$ cat src/rtl/rob_commit_unit_pkg.sv
// Shared definitions for the ROB commit unit: pointer width, commit width and
// the head-pointer increment helper. Also provides fallback definitions of the
// global range macros. Each fallback is used only when no global definition
// exists, so an existing one is never overridden.

`ifndef LREG_RANGE
`define LREG_RANGE 4:0
`endif
`ifndef PREG_RANGE
`define PREG_RANGE 6:0
`endif
`ifndef PC_RANGE
`define PC_RANGE 31:0
`endif

package rob_commit_unit_pkg;

  // Number of entries that can retire per cycle.
  localparam int COMMIT_W = 2;

  // Working width of the increment helper. Callers truncate the result to
  // their own pointer width, which gives the modulo-2*depth wrap for free.
  localparam int PTR_MAX_W = 32;

  // Head pointer width: index bits plus one wrap bit.
  function automatic int ptr_width(input int depth);
    return $clog2(depth) + 1;
  endfunction

  // Advance a pointer by 0, 1 or 2 entries.
  function automatic logic [PTR_MAX_W-1:0] ptr_inc(input logic [PTR_MAX_W-1:0] ptr,
                                                   input logic [1:0]           n);
    return ptr + {{(PTR_MAX_W-2){1'b0}}, n};
  endfunction

endpackage

$ cat src/rtl/rob_head_ptr.sv
// ROB head pointer with wrap bit. The pointer advances by the number of
// entries retired this cycle. A flush clears it to zero, and a flush takes
// priority over any increment.

module rob_head_ptr
  import rob_commit_unit_pkg::*;
#(
  parameter int ROB_DEPTH = 64,
  parameter int PTR_W     = ptr_width(ROB_DEPTH)
) (
  input  logic             clock,
  input  logic             reset,
  input  logic             flush,
  input  logic [1:0]       inc,
  output logic [PTR_W-1:0] ptr
);

  logic [PTR_W-1:0] ptr_q;
  logic [PTR_W-1:0] ptr_d;

  // Next pointer: clear on flush, otherwise add the retire count. Truncation
  // to PTR_W bits makes the index and wrap bit roll over together.
  always_comb begin
    ptr_d = ptr_q;
    if (flush) begin
      ptr_d = '0;
    end else begin
      ptr_d = PTR_W'(ptr_inc(PTR_MAX_W'(ptr_q), inc));
    end
  end

  // Pointer register with synchronous reset.
  always_ff @(posedge clock) begin
    if (reset) begin
      ptr_q <= '0;
    end else begin
      ptr_q <= ptr_d;
    end
  end

  assign ptr = ptr_q;

endmodule

$ cat src/rtl/rob_commit_unit.sv
// ROB commit unit. Retires up to two in-order entries per cycle from the
// head of the reorder buffer. Commit, freelist release and ARAT update
// outputs are combinational. The head pointer is registered.
// Optional debug trace and retired-instruction counter: ROB_COMMIT_DEBUG_EN.
//
// Handshake: commits are all-or-nothing. If a lane that could retire needs
// to free an old physical register, release_ready must be high in the same
// cycle. Otherwise neither lane commits and the head entries wait.

module rob_commit_unit
  import rob_commit_unit_pkg::*;
#(
  parameter int ROB_DEPTH = 64,
  localparam int PTR_W    = ptr_width(ROB_DEPTH)
) (
  input  logic               clock,
  input  logic               reset,
  input  logic               head0_valid,
  input  logic               head0_complete,
  input  logic               head1_valid,
  input  logic               head1_complete,
  input  logic [`LREG_RANGE] head0_lrd,
  input  logic [`LREG_RANGE] head1_lrd,
  input  logic [`PREG_RANGE] head0_prd,
  input  logic [`PREG_RANGE] head1_prd,
  input  logic [`PREG_RANGE] head0_old_prd,
  input  logic [`PREG_RANGE] head1_old_prd,
  input  logic               head0_need_to_wb,
  input  logic               head1_need_to_wb,
  input  logic               flush,
  output logic               commit0,
  output logic               commit1,
  output logic [PTR_W-1:0]   head_ptr,
  output logic [1:0]         release_valid,
  output logic [`PREG_RANGE] release_preg0,
  output logic [`PREG_RANGE] release_preg1,
  input  logic               release_ready,
  output logic [1:0]         arat_wen,
  output logic [`LREG_RANGE] arat_lrd0,
  output logic [`LREG_RANGE] arat_lrd1,
  output logic [`PREG_RANGE] arat_prd0,
  output logic [`PREG_RANGE] arat_prd1
`ifdef ROB_COMMIT_DEBUG_EN
  ,
  input  logic [`PC_RANGE]   head0_pc,
  input  logic [`PC_RANGE]   head1_pc,
  input  logic [31:0]        head0_instr,
  input  logic [31:0]        head1_instr,
  input  logic               head0_skip,
  input  logic               head1_skip,
  output logic [1:0]         dbg_commit_valid,
  output logic [`PC_RANGE]   dbg_pc0,
  output logic [`PC_RANGE]   dbg_pc1,
  output logic [31:0]        dbg_instr0,
  output logic [31:0]        dbg_instr1,
  output logic [1:0]         dbg_skip,
  output logic [63:0]        dbg_commit_cnt
`endif
);

  logic       can0;
  logic       can1;
  logic       wb_block;
  logic [1:0] commit_inc;

  // Commit decision. Lane 1 depends on lane 0, so retirement stays in order.
  // A lane that can retire and needs a freelist slot blocks both lanes when
  // the freelist is not ready.
  always_comb begin
    can0          = head0_valid & head0_complete;
    can1          = can0 & head1_valid & head1_complete;
    wb_block      = ~release_ready &
                    ((can0 & head0_need_to_wb) | (can1 & head1_need_to_wb));
    commit0       = can0 & ~flush & ~wb_block;
    commit1       = can1 & ~flush & ~wb_block;
    commit_inc    = {1'b0, commit0} + {1'b0, commit1};
    release_valid = {commit1 & head1_need_to_wb, commit0 & head0_need_to_wb};
    release_preg0 = head0_old_prd;
    release_preg1 = head1_old_prd;
    arat_wen      = {commit1 & head1_need_to_wb, commit0 & head0_need_to_wb};
    arat_lrd0     = head0_lrd;
    arat_lrd1     = head1_lrd;
    arat_prd0     = head0_prd;
    arat_prd1     = head1_prd;
  end

  rob_head_ptr #(
    .ROB_DEPTH (ROB_DEPTH),
    .PTR_W     (PTR_W)
  ) u_head_ptr (
    .clock (clock),
    .reset (reset),
    .flush (flush),
    .inc   (commit_inc),
    .ptr   (head_ptr)
  );

`ifdef ROB_COMMIT_DEBUG_EN
  logic [1:0]       dbg_commit_valid_q, dbg_commit_valid_d;
  logic [`PC_RANGE] dbg_pc0_q, dbg_pc0_d;
  logic [`PC_RANGE] dbg_pc1_q, dbg_pc1_d;
  logic [31:0]      dbg_instr0_q, dbg_instr0_d;
  logic [31:0]      dbg_instr1_q, dbg_instr1_d;
  logic [1:0]       dbg_skip_q, dbg_skip_d;
  logic [63:0]      dbg_commit_cnt_q, dbg_commit_cnt_d;

  // Trace capture: snapshot of the head entries and the retire count.
  always_comb begin
    dbg_commit_valid_d = {commit1, commit0};
    dbg_pc0_d          = head0_pc;
    dbg_pc1_d          = head1_pc;
    dbg_instr0_d       = head0_instr;
    dbg_instr1_d       = head1_instr;
    dbg_skip_d         = {head1_skip, head0_skip};
    dbg_commit_cnt_d   = dbg_commit_cnt_q + {62'b0, commit_inc};
  end

  // Trace registers, one cycle behind the commit they describe.
  always_ff @(posedge clock) begin
    if (reset) begin
      dbg_commit_valid_q <= '0;
      dbg_pc0_q          <= '0;
      dbg_pc1_q          <= '0;
      dbg_instr0_q       <= '0;
      dbg_instr1_q       <= '0;
      dbg_skip_q         <= '0;
      dbg_commit_cnt_q   <= '0;
    end else begin
      dbg_commit_valid_q <= dbg_commit_valid_d;
      dbg_pc0_q          <= dbg_pc0_d;
      dbg_pc1_q          <= dbg_pc1_d;
      dbg_instr0_q       <= dbg_instr0_d;
      dbg_instr1_q       <= dbg_instr1_d;
      dbg_skip_q         <= dbg_skip_d;
      dbg_commit_cnt_q   <= dbg_commit_cnt_d;
    end
  end

  assign dbg_commit_valid = dbg_commit_valid_q;
  assign dbg_pc0          = dbg_pc0_q;
  assign dbg_pc1          = dbg_pc1_q;
  assign dbg_instr0       = dbg_instr0_q;
  assign dbg_instr1       = dbg_instr1_q;
  assign dbg_skip         = dbg_skip_q;
  assign dbg_commit_cnt   = dbg_commit_cnt_q;
`endif

endmodule

$ cat config.mk
export PLATFORM = sky130hd
export DESIGN_NAME = rob_commit_unit
export DESIGN_NICKNAME = d
export VERILOG_FILES = /design/src/rtl/rob_commit_unit_pkg.sv /design/src/rtl/rob_head_ptr.sv /design/src/rtl/rob_commit_unit.sv
export SDC_FILE = /design/constraint.sdc
export NUM_CORES = 1
export LEC_CHECK = 0
export ABC_AREA = 1
export BUFFER_PORTS_ARGS = -buffer_cell sky130_fd_sc_hd__buf_2
export CAP_MARGIN = 20
export CORE_UTILIZATION = 29
export CTS_CLUSTER_DIAMETER = 120
export CTS_CLUSTER_SIZE = 16
export DETAILED_ROUTE_END_ITERATION = 10
export GPL_TIMING_DRIVEN = 0
export PLACE_DENSITY = 0.85
export SLEW_MARGIN = 20
export SYNTH_ARGS = -nofsm -noshare
export SYNTH_HDL_FRONTEND = slang
export SYNTH_SLANG_ARGS = --single-unit
$ cat constraint.sdc
create_clock -name clock -period 2.2 [get_ports clock]
set_input_delay 0.44 -clock clock [delete_from_list [all_inputs] [get_ports clock]]
set_output_delay 0.44 -clock clock [all_outputs]
set_load 0.05 [all_outputs]
==> results of run 1 <==
kinds of logic (layout without fill, tap and decap cells):
logic type,Yosys count,count (layout),share of synthesized area (%)
flip-flops,7,7,20.8
AO/OA/AOI/OAI,4,4,2.97
adder cells (fa/ha/maj),2,2,4.83
buffers and inverters,48,112,49.1
AND/OR/NAND/NOR,34,34,21.0
XOR/XNOR,1,1,1.30
tightest hold or removal path, cell delays in order:
cell     delay, ns
buf_2         0.08
nor2_2        0.06
nand2_1       0.07
nor2_1        0.03
worst paths after layout:
| path | from | cells past startpoint | end |
|---|---|---|---|
| worst min-delay path | reset | 4 | u_head_ptr.ptr[3] |
| worst min register to register | u_head_ptr.ptr[4] | 2 | u_head_ptr.ptr[4] |
| worst max register to register | u_head_ptr.ptr[0] | 7 | u_head_ptr.ptr[4] |
| worst max-delay path | head1_complete | 11 | u_head_ptr.ptr[4] |
final cells by class:
type / instances / area [sq um]
clock buffers: 4 / 26.3
repair buffers: 60 / 300
well taps: 28 / 35.0
inverters: 8 / 30.0
flip-flops and latches: 7 / 140
fillers: 236 / 1150
plain buffers: 40 / 300
multi-input cells: 41 / 205
through the flow:
stage	instance area [sq um]	utilization (%)	setup slack, ns	power (W)
after detailed placement	1010	46.1	0.0109	0.000383
final	1040	47.3	0.287	0.000498
after global placement	1010	46.1	0.0422	0.000381
after global routing	1040	47.3	0.101	0.000520
after CTS	1040	47.3	0.277	0.000504
after floorplan	676	-	0.214	0.000340
metal layers:
metal  vias up  global-route usage (%)
met5         -                       0
met4         0                    4.29
met3         0                    3.94
met2        49                    17.8
met1       295                    10.6
li1        381                       -
power by group:
part           internal (W)  switching (W)  leakage (nW)
clock network     0.0000694      0.0000498        0.0150
registers          0.000128    0.000000278        0.0564
logic             0.0000789       0.000172         0.540
cell usage after synthesis (all sizes together):
| library cell | n |
|---|---|
| xnor2 | 1 |
| nand2 | 13 |
| dfxtp | 7 |
| fa | 1 |
| a21oi | 3 |
| nor2 | 15 |
| buf | 40 |
| nand3 | 5 |
| inv | 8 |
| o21ai | 1 |
| nand4 | 1 |
| ha | 1 |
==> reports/qor.yml, run 1 <==
placement:
  place_inst: 184
  port_buffers: 60
  place.gp.congestion: 0.730
  hpwl_um: 1270
worst_setup_path:
  path_class: "in2reg"
  ff2ff_setup_slack_ns: 0.62
  crit_path_start_kind: "input port"
  timing.critical_path.mode_cell: "nand2_1"
  crit_family: "adder cells"
  cp.arrival_ns: 2.06
  cp_slowest_cell: "fa_1"
  path_buf_inv: 2
  worstPathMaxFanout: 4
  cp-end-kind: "flip-flop"
  slowest_delay_ns: 0.43
  worstPathCellList: "buf_2 -> nand3_1 -> nand2_1 -> nand2_1 -> nand2_1 -> fa_1 -> inv_1 -> ha_1 -> nand3_1 -> o21ai_0 -> a21oi_1"
  required_ns: 2.35
outcome:
  status: "finished clean"
route:
  vias_per_cell: 3.86
  drc: 0
  wl_met2_um: 718
  highest_layer: "met3"
  ant_nets: 0
  wl_per_cell_um: 7.86
  wl_met3_um: 225
  dr.pass1.iters: 6
  wl_um: 1480
  drt-met1-wl_um: 534
  drtIter0Drc: 17
  vias: 725
cts:
  htree_levels: 1
  clk_latency_ns: 0.25
  cts_tree: "done"
  cts_buffers: 3
  cts_root_buf: "clkbuf_4"
  cts_max_path_buffers: 2
  path_clk_slew_ns: 0.06
  ctsResizeCount: 0
  cts_setup_buffers: 0
  cts_sinks: 7
  ctsHoldBuffers: 0
floorplan:
  die_x_um: 50.2
  dieArea_sq_mm: 0.00252
  top_level_ports: 99
  start_util_pct: 30.7
  core_sq_mm: 0.00219
  row_count: 17
  dieHeight_um: 50.2
timing:
  timing.final.crit_share_pct: 86.9
  hold_slack_ns: 0.465
  slew_viol_final: 0
  relSlewSlack_pct: 83.8
  clock_skew_ns: 0.00511
  hold_viol_final: 0
  rsz0062_at_grt: "no"
  period_needed_ns: 1.91
  tightest_slew_ns: 0.243
  fin_setup_tns_ns: 0
  fmax_mhz: 523
  final-setup-viol-count: 0
logic_synthesis:
  synth_area_leaders: "buf_4 45%, dfxtp_1 21%, nand2_1 7.2%"
  syn_area_per_cell_sq_um: 7.01
  ys_types: 13
  synth-seq-cells: 7
  yosysTopAreaCellShare_pct: 44.6
  yosysSeqAreaShare_pct: 20.8
  synth_fp_nets: 146
  synthCells: 96
  yosys_warnings: 0
  syn-cell-area_sq_um: 673
  yosysTopAreaCell: "buf_4"
final_layout:
  fin_nets: 211
  layout_commonest_cell: "buf_2"
  final_cell_mix: "60 x buf_2, 40 x buf_4, 13 x nand2_1"
  final_cells: 188
  syn_to_final_growth_pct: 54.1
  num_antenna_cells: 0
  layout-drive-gt1-share_pct: 66.3
  largest_register_ffs: 7
hold_path:
  hp-class: "in2reg"
flow_run:
  cap_violations: 0
power:
  irDropWorstVdd_mv: 0.304
  power-per-cell-area_mw_per_mm2: 480
  p_leak_nw: 0.611
grt:
  grt_pass1_wl_um: 1970
  grt_antenna_before_repair: 0
  grtUsageTotal_pct: 10.1
  grt_pass1_vias: 500
  grt_max_degree: 7
  gr-total-overflow: 0
Note: power is estimated with default switching activity, not from simulation.
==> inputs of run 2 (changes only) <==
Settings changed: CTS_BUF_LIST from default to sky130_fd_sc_hd__clkbuf_8 sky130_fd_sc_hd__clkbuf_16.
==> run 2 against run 1 <==
Against the previous run: combinational power is essentially flat; hold slack gained 0.022 ns; total power grew 12%; clock-buffer cell count shrank 1; register-to-register slack is essentially flat; clock skew shrank 0.0016 ns; die area is the same; flip-flop and latch count is the same; sequential power is essentially flat; non-clock buffer count is the same.
==> reports/qor.yml, run 2 (synthesis gave the netlist of run 1 again) <==
grt:
  grt_pass1_vias: 498  # was 500
  gr-total-overflow: 0  # unchanged
  grt_pass1_wl_um: 1990  # was 1970 um
  grt_antenna_before_repair: 0  # unchanged
  grtUsageTotal_pct: 10.4  # was 10.1%
  grt_max_degree: 7  # unchanged
worst_setup_path:
  timing.rr.end: "u_head_ptr.ptr[4]"  # unchanged
  crit_family: "adder cells"  # unchanged
  ff2ff_setup_slack_ns: 0.62  # about the same
  worstRegToRegCells: 7  # unchanged
  timing.critical_path.mode_cell: "nand2_1"  # unchanged
  slowest_delay_ns: 0.43  # about the same
  path_class: "in2reg"  # unchanged
  cp_slowest_cell: "fa_1"  # unchanged
  cp.arrival_ns: 2.06  # about the same
  worstPathCellList: "buf_2 -> nand3_1 -> nand2_1 -> nand2_1 -> nand2_1 -> fa_1 -> inv_1 -> ha_1 -> nand3_1 -> o21ai_0 -> a21oi_1"  # unchanged
  cp-end-kind: "flip-flop"  # unchanged
  path_buf_inv: 2  # unchanged
  required_ns: 2.32  # was 2.35 ns
  crit_path_start_kind: "input port"  # unchanged
  worstPathMaxFanout: 4  # unchanged
  rr_startpoint: "u_head_ptr.ptr[0]"  # unchanged
final_layout:
  final_cells: 188  # unchanged
  largest_register_ffs: 7  # unchanged
  layout-drive-gt1-share_pct: 66.3  # unchanged
  fin_nets: 211  # unchanged
  final_cell_mix: "60 x buf_2, 40 x buf_4, 13 x nand2_1"  # unchanged
  num_antenna_cells: 0  # unchanged
  layout_commonest_cell: "buf_2"  # unchanged
  fillers: 233  # was 236
  final_area_sq_mm: 0.00106  # was 0.00104 sq mm
  syn_to_final_growth_pct: 56.9  # was 54.1%
power:
  pwr-share-comb_pct: 45.0  # was 50.4%
  clkPwrFrac_pct: 32.0  # was 23.9%
  p_leak_nw: 0.623  # was 0.611 nW
  intPower_w: 0.000328  # was 0.000276 W
  total_power_w: 0.000558  # was 0.000498 W
  power_frac_seq_pct: 23.0  # was 25.6%
  net-switching-power_w: 0.000231  # was 0.000222 W
  power-per-cell-area_mw_per_mm2: 529  # was 480 mW/mm^2
  sw_frac_of_total_pct: 41.3  # was 44.6%
  irDropWorstVdd_mv: 0.515  # was 0.304 mV
timing:
  final-setup-viol-count: 0  # unchanged
  period_needed_ns: 1.94  # was 1.91 ns
  clock_skew_ns: 0.00353  # was 0.00511 ns
  timing.final.crit_share_pct: 88.2  # was 86.9%
  tightest_slew_ns: 0.255  # was 0.243 ns
  hold_slack_ns: 0.487  # was 0.465 ns
  hold_viol_final: 0  # unchanged
  rsz0062_at_grt: "no"  # unchanged
  slew_viol_final: 0  # unchanged
  relSlewSlack_pct: 83.1  # was 83.8%
  fmax_mhz: 515  # was 523 MHz
  fin_setup_tns_ns: 0  # unchanged
cts:
  htree_levels: 1  # unchanged
  cts_tree: "done"  # unchanged
  ctsResizeCount: 0  # unchanged
  cts_sinks: 7  # unchanged
  cts_root_buf: "clkbuf_8"  # was clkbuf_4
  path_clk_slew_ns: 0.04  # was 0.06 ns
  cts_max_path_buffers: 2  # unchanged
  cts_buffers: 3  # unchanged
  cts_setup_buffers: 0  # unchanged
  ctsHoldBuffers: 0  # unchanged
  clk_latency_ns: 0.23  # was 0.25 ns
floorplan:
  dieArea_sq_mm: 0.00252  # unchanged
  die_x_um: 50.2  # unchanged
  dieHeight_um: 50.2  # unchanged
  core_sq_mm: 0.00219  # unchanged
  start_util_pct: 30.7  # unchanged
  top_level_ports: 99  # unchanged
  row_count: 17  # unchanged
hold_path:
  min-delay-start: "reset"  # unchanged
  hold_depth: 4  # unchanged
  min_to: "u_head_ptr.ptr[5]"  # was u_head_ptr.ptr[3]
  hp-class: "in2reg"  # unchanged
route:
  drtIter0Drc: 12  # was 17
  drc: 0  # unchanged
  vias_per_cell: 3.81  # was 3.86
  wl_um: 1450  # was 1480 um
  vias: 716  # was 725
  ant_nets: 0  # unchanged
  wl_per_cell_um: 7.71  # was 7.86 um
  dr.pass1.iters: 6  # unchanged
outcome:
  status: "finished clean"  # unchanged
placement:
  placed_area_sq_mm: 0.00101  # unchanged
  place_inst: 184  # unchanged
  place.gp.congestion: 0.730  # unchanged
  hpwl_um: 1270  # unchanged
  port_buffers: 60  # unchanged
flow_run:
  cap_violations: 0  # unchanged
[run 2: cell types whose count changed in the layout (fill, tap and decap cells not counted)]
cell | previous run | this run
clkbuf_4 | 3 | 0
clkbuf_8 | 0 | 3
clkbuf_1 | 1 | 0
inv_1 | 8 | 9
[run 2: power by group through the flow]
stage          Combinational (W)  Clock (W)  Sequential (W)
2_1_floorplan           0.000207          0        0.000133
3_3_place_gp            0.000251          0        0.000131
3_5_place_dp            0.000252          0        0.000130
4_1_cts                 0.000253   0.000182        0.000128
5_1_grt                 0.000262   0.000190        0.000128
6_report                0.000251   0.000179        0.000128
[run 2: metal layers]
layer	share of wire (%)	global-route usage [%]	wire, um
met5	0	0	0
met4	1.3	5.71	19
met3	15	3.94	214
met2	48	17.8	702
met1	35	10.8	513
[run 2: how the worst max path moves through the flow]
stage | from | endpoint | slack [ns] | depth (start not counted)
3_5_place_dp | head1_complete | u_head_ptr.ptr[4] | 0.01 | 11
4_1_cts | head1_complete | u_head_ptr.ptr[4] | 0.25 | 11
6_report | head1_complete | u_head_ptr.ptr[4] | 0.26 | 11
5_1_grt | head1_complete | u_head_ptr.ptr[4] | 0.07 | 11
2_1_floorplan | head1_complete | release_valid[1] | 0.21 | 6
3_3_place_gp | head1_complete | u_head_ptr.ptr[4] | 0.04 | 11
[run 2: worst reg2reg max path: stages (launching register included)]
cell	delay, ns
dfxtp_1	0.31
inv_1	0.05
fa_1	0.43
inv_1	0.10
ha_1	0.24
nand3_1	0.11
o21ai_0	0.17
a21oi_1	0.05
[run 2: metrics by stage]
stage / setup WS [ns] / util [%]
finish: 0.260 / 48.2
global route: 0.0661 / 48.2
CTS: 0.246 / 48.2
detailed placement: 0.0109 / 46.1
global placement: 0.0422 / 46.1
floorplan: 0.214 / -
[run 2: cell type report]
| cell class | instances | area [sq um] | area share, % |
|---|---|---|---|
| repair buffers | 60 | 300 | 28.4 |
| clock buffers | 3 | 41.3 | 3.91 |
| inverters | 8 | 30.0 | 2.84 |
| flip-flops and latches | 7 | 140 | 13.3 |
| well taps | 28 | 35.0 | 3.32 |
| clock inverters | 1 | 3.75 | 0.355 |
| multi-input cells | 41 | 205 | 19.4 |
| plain buffers | 40 | 300 | 28.4 |
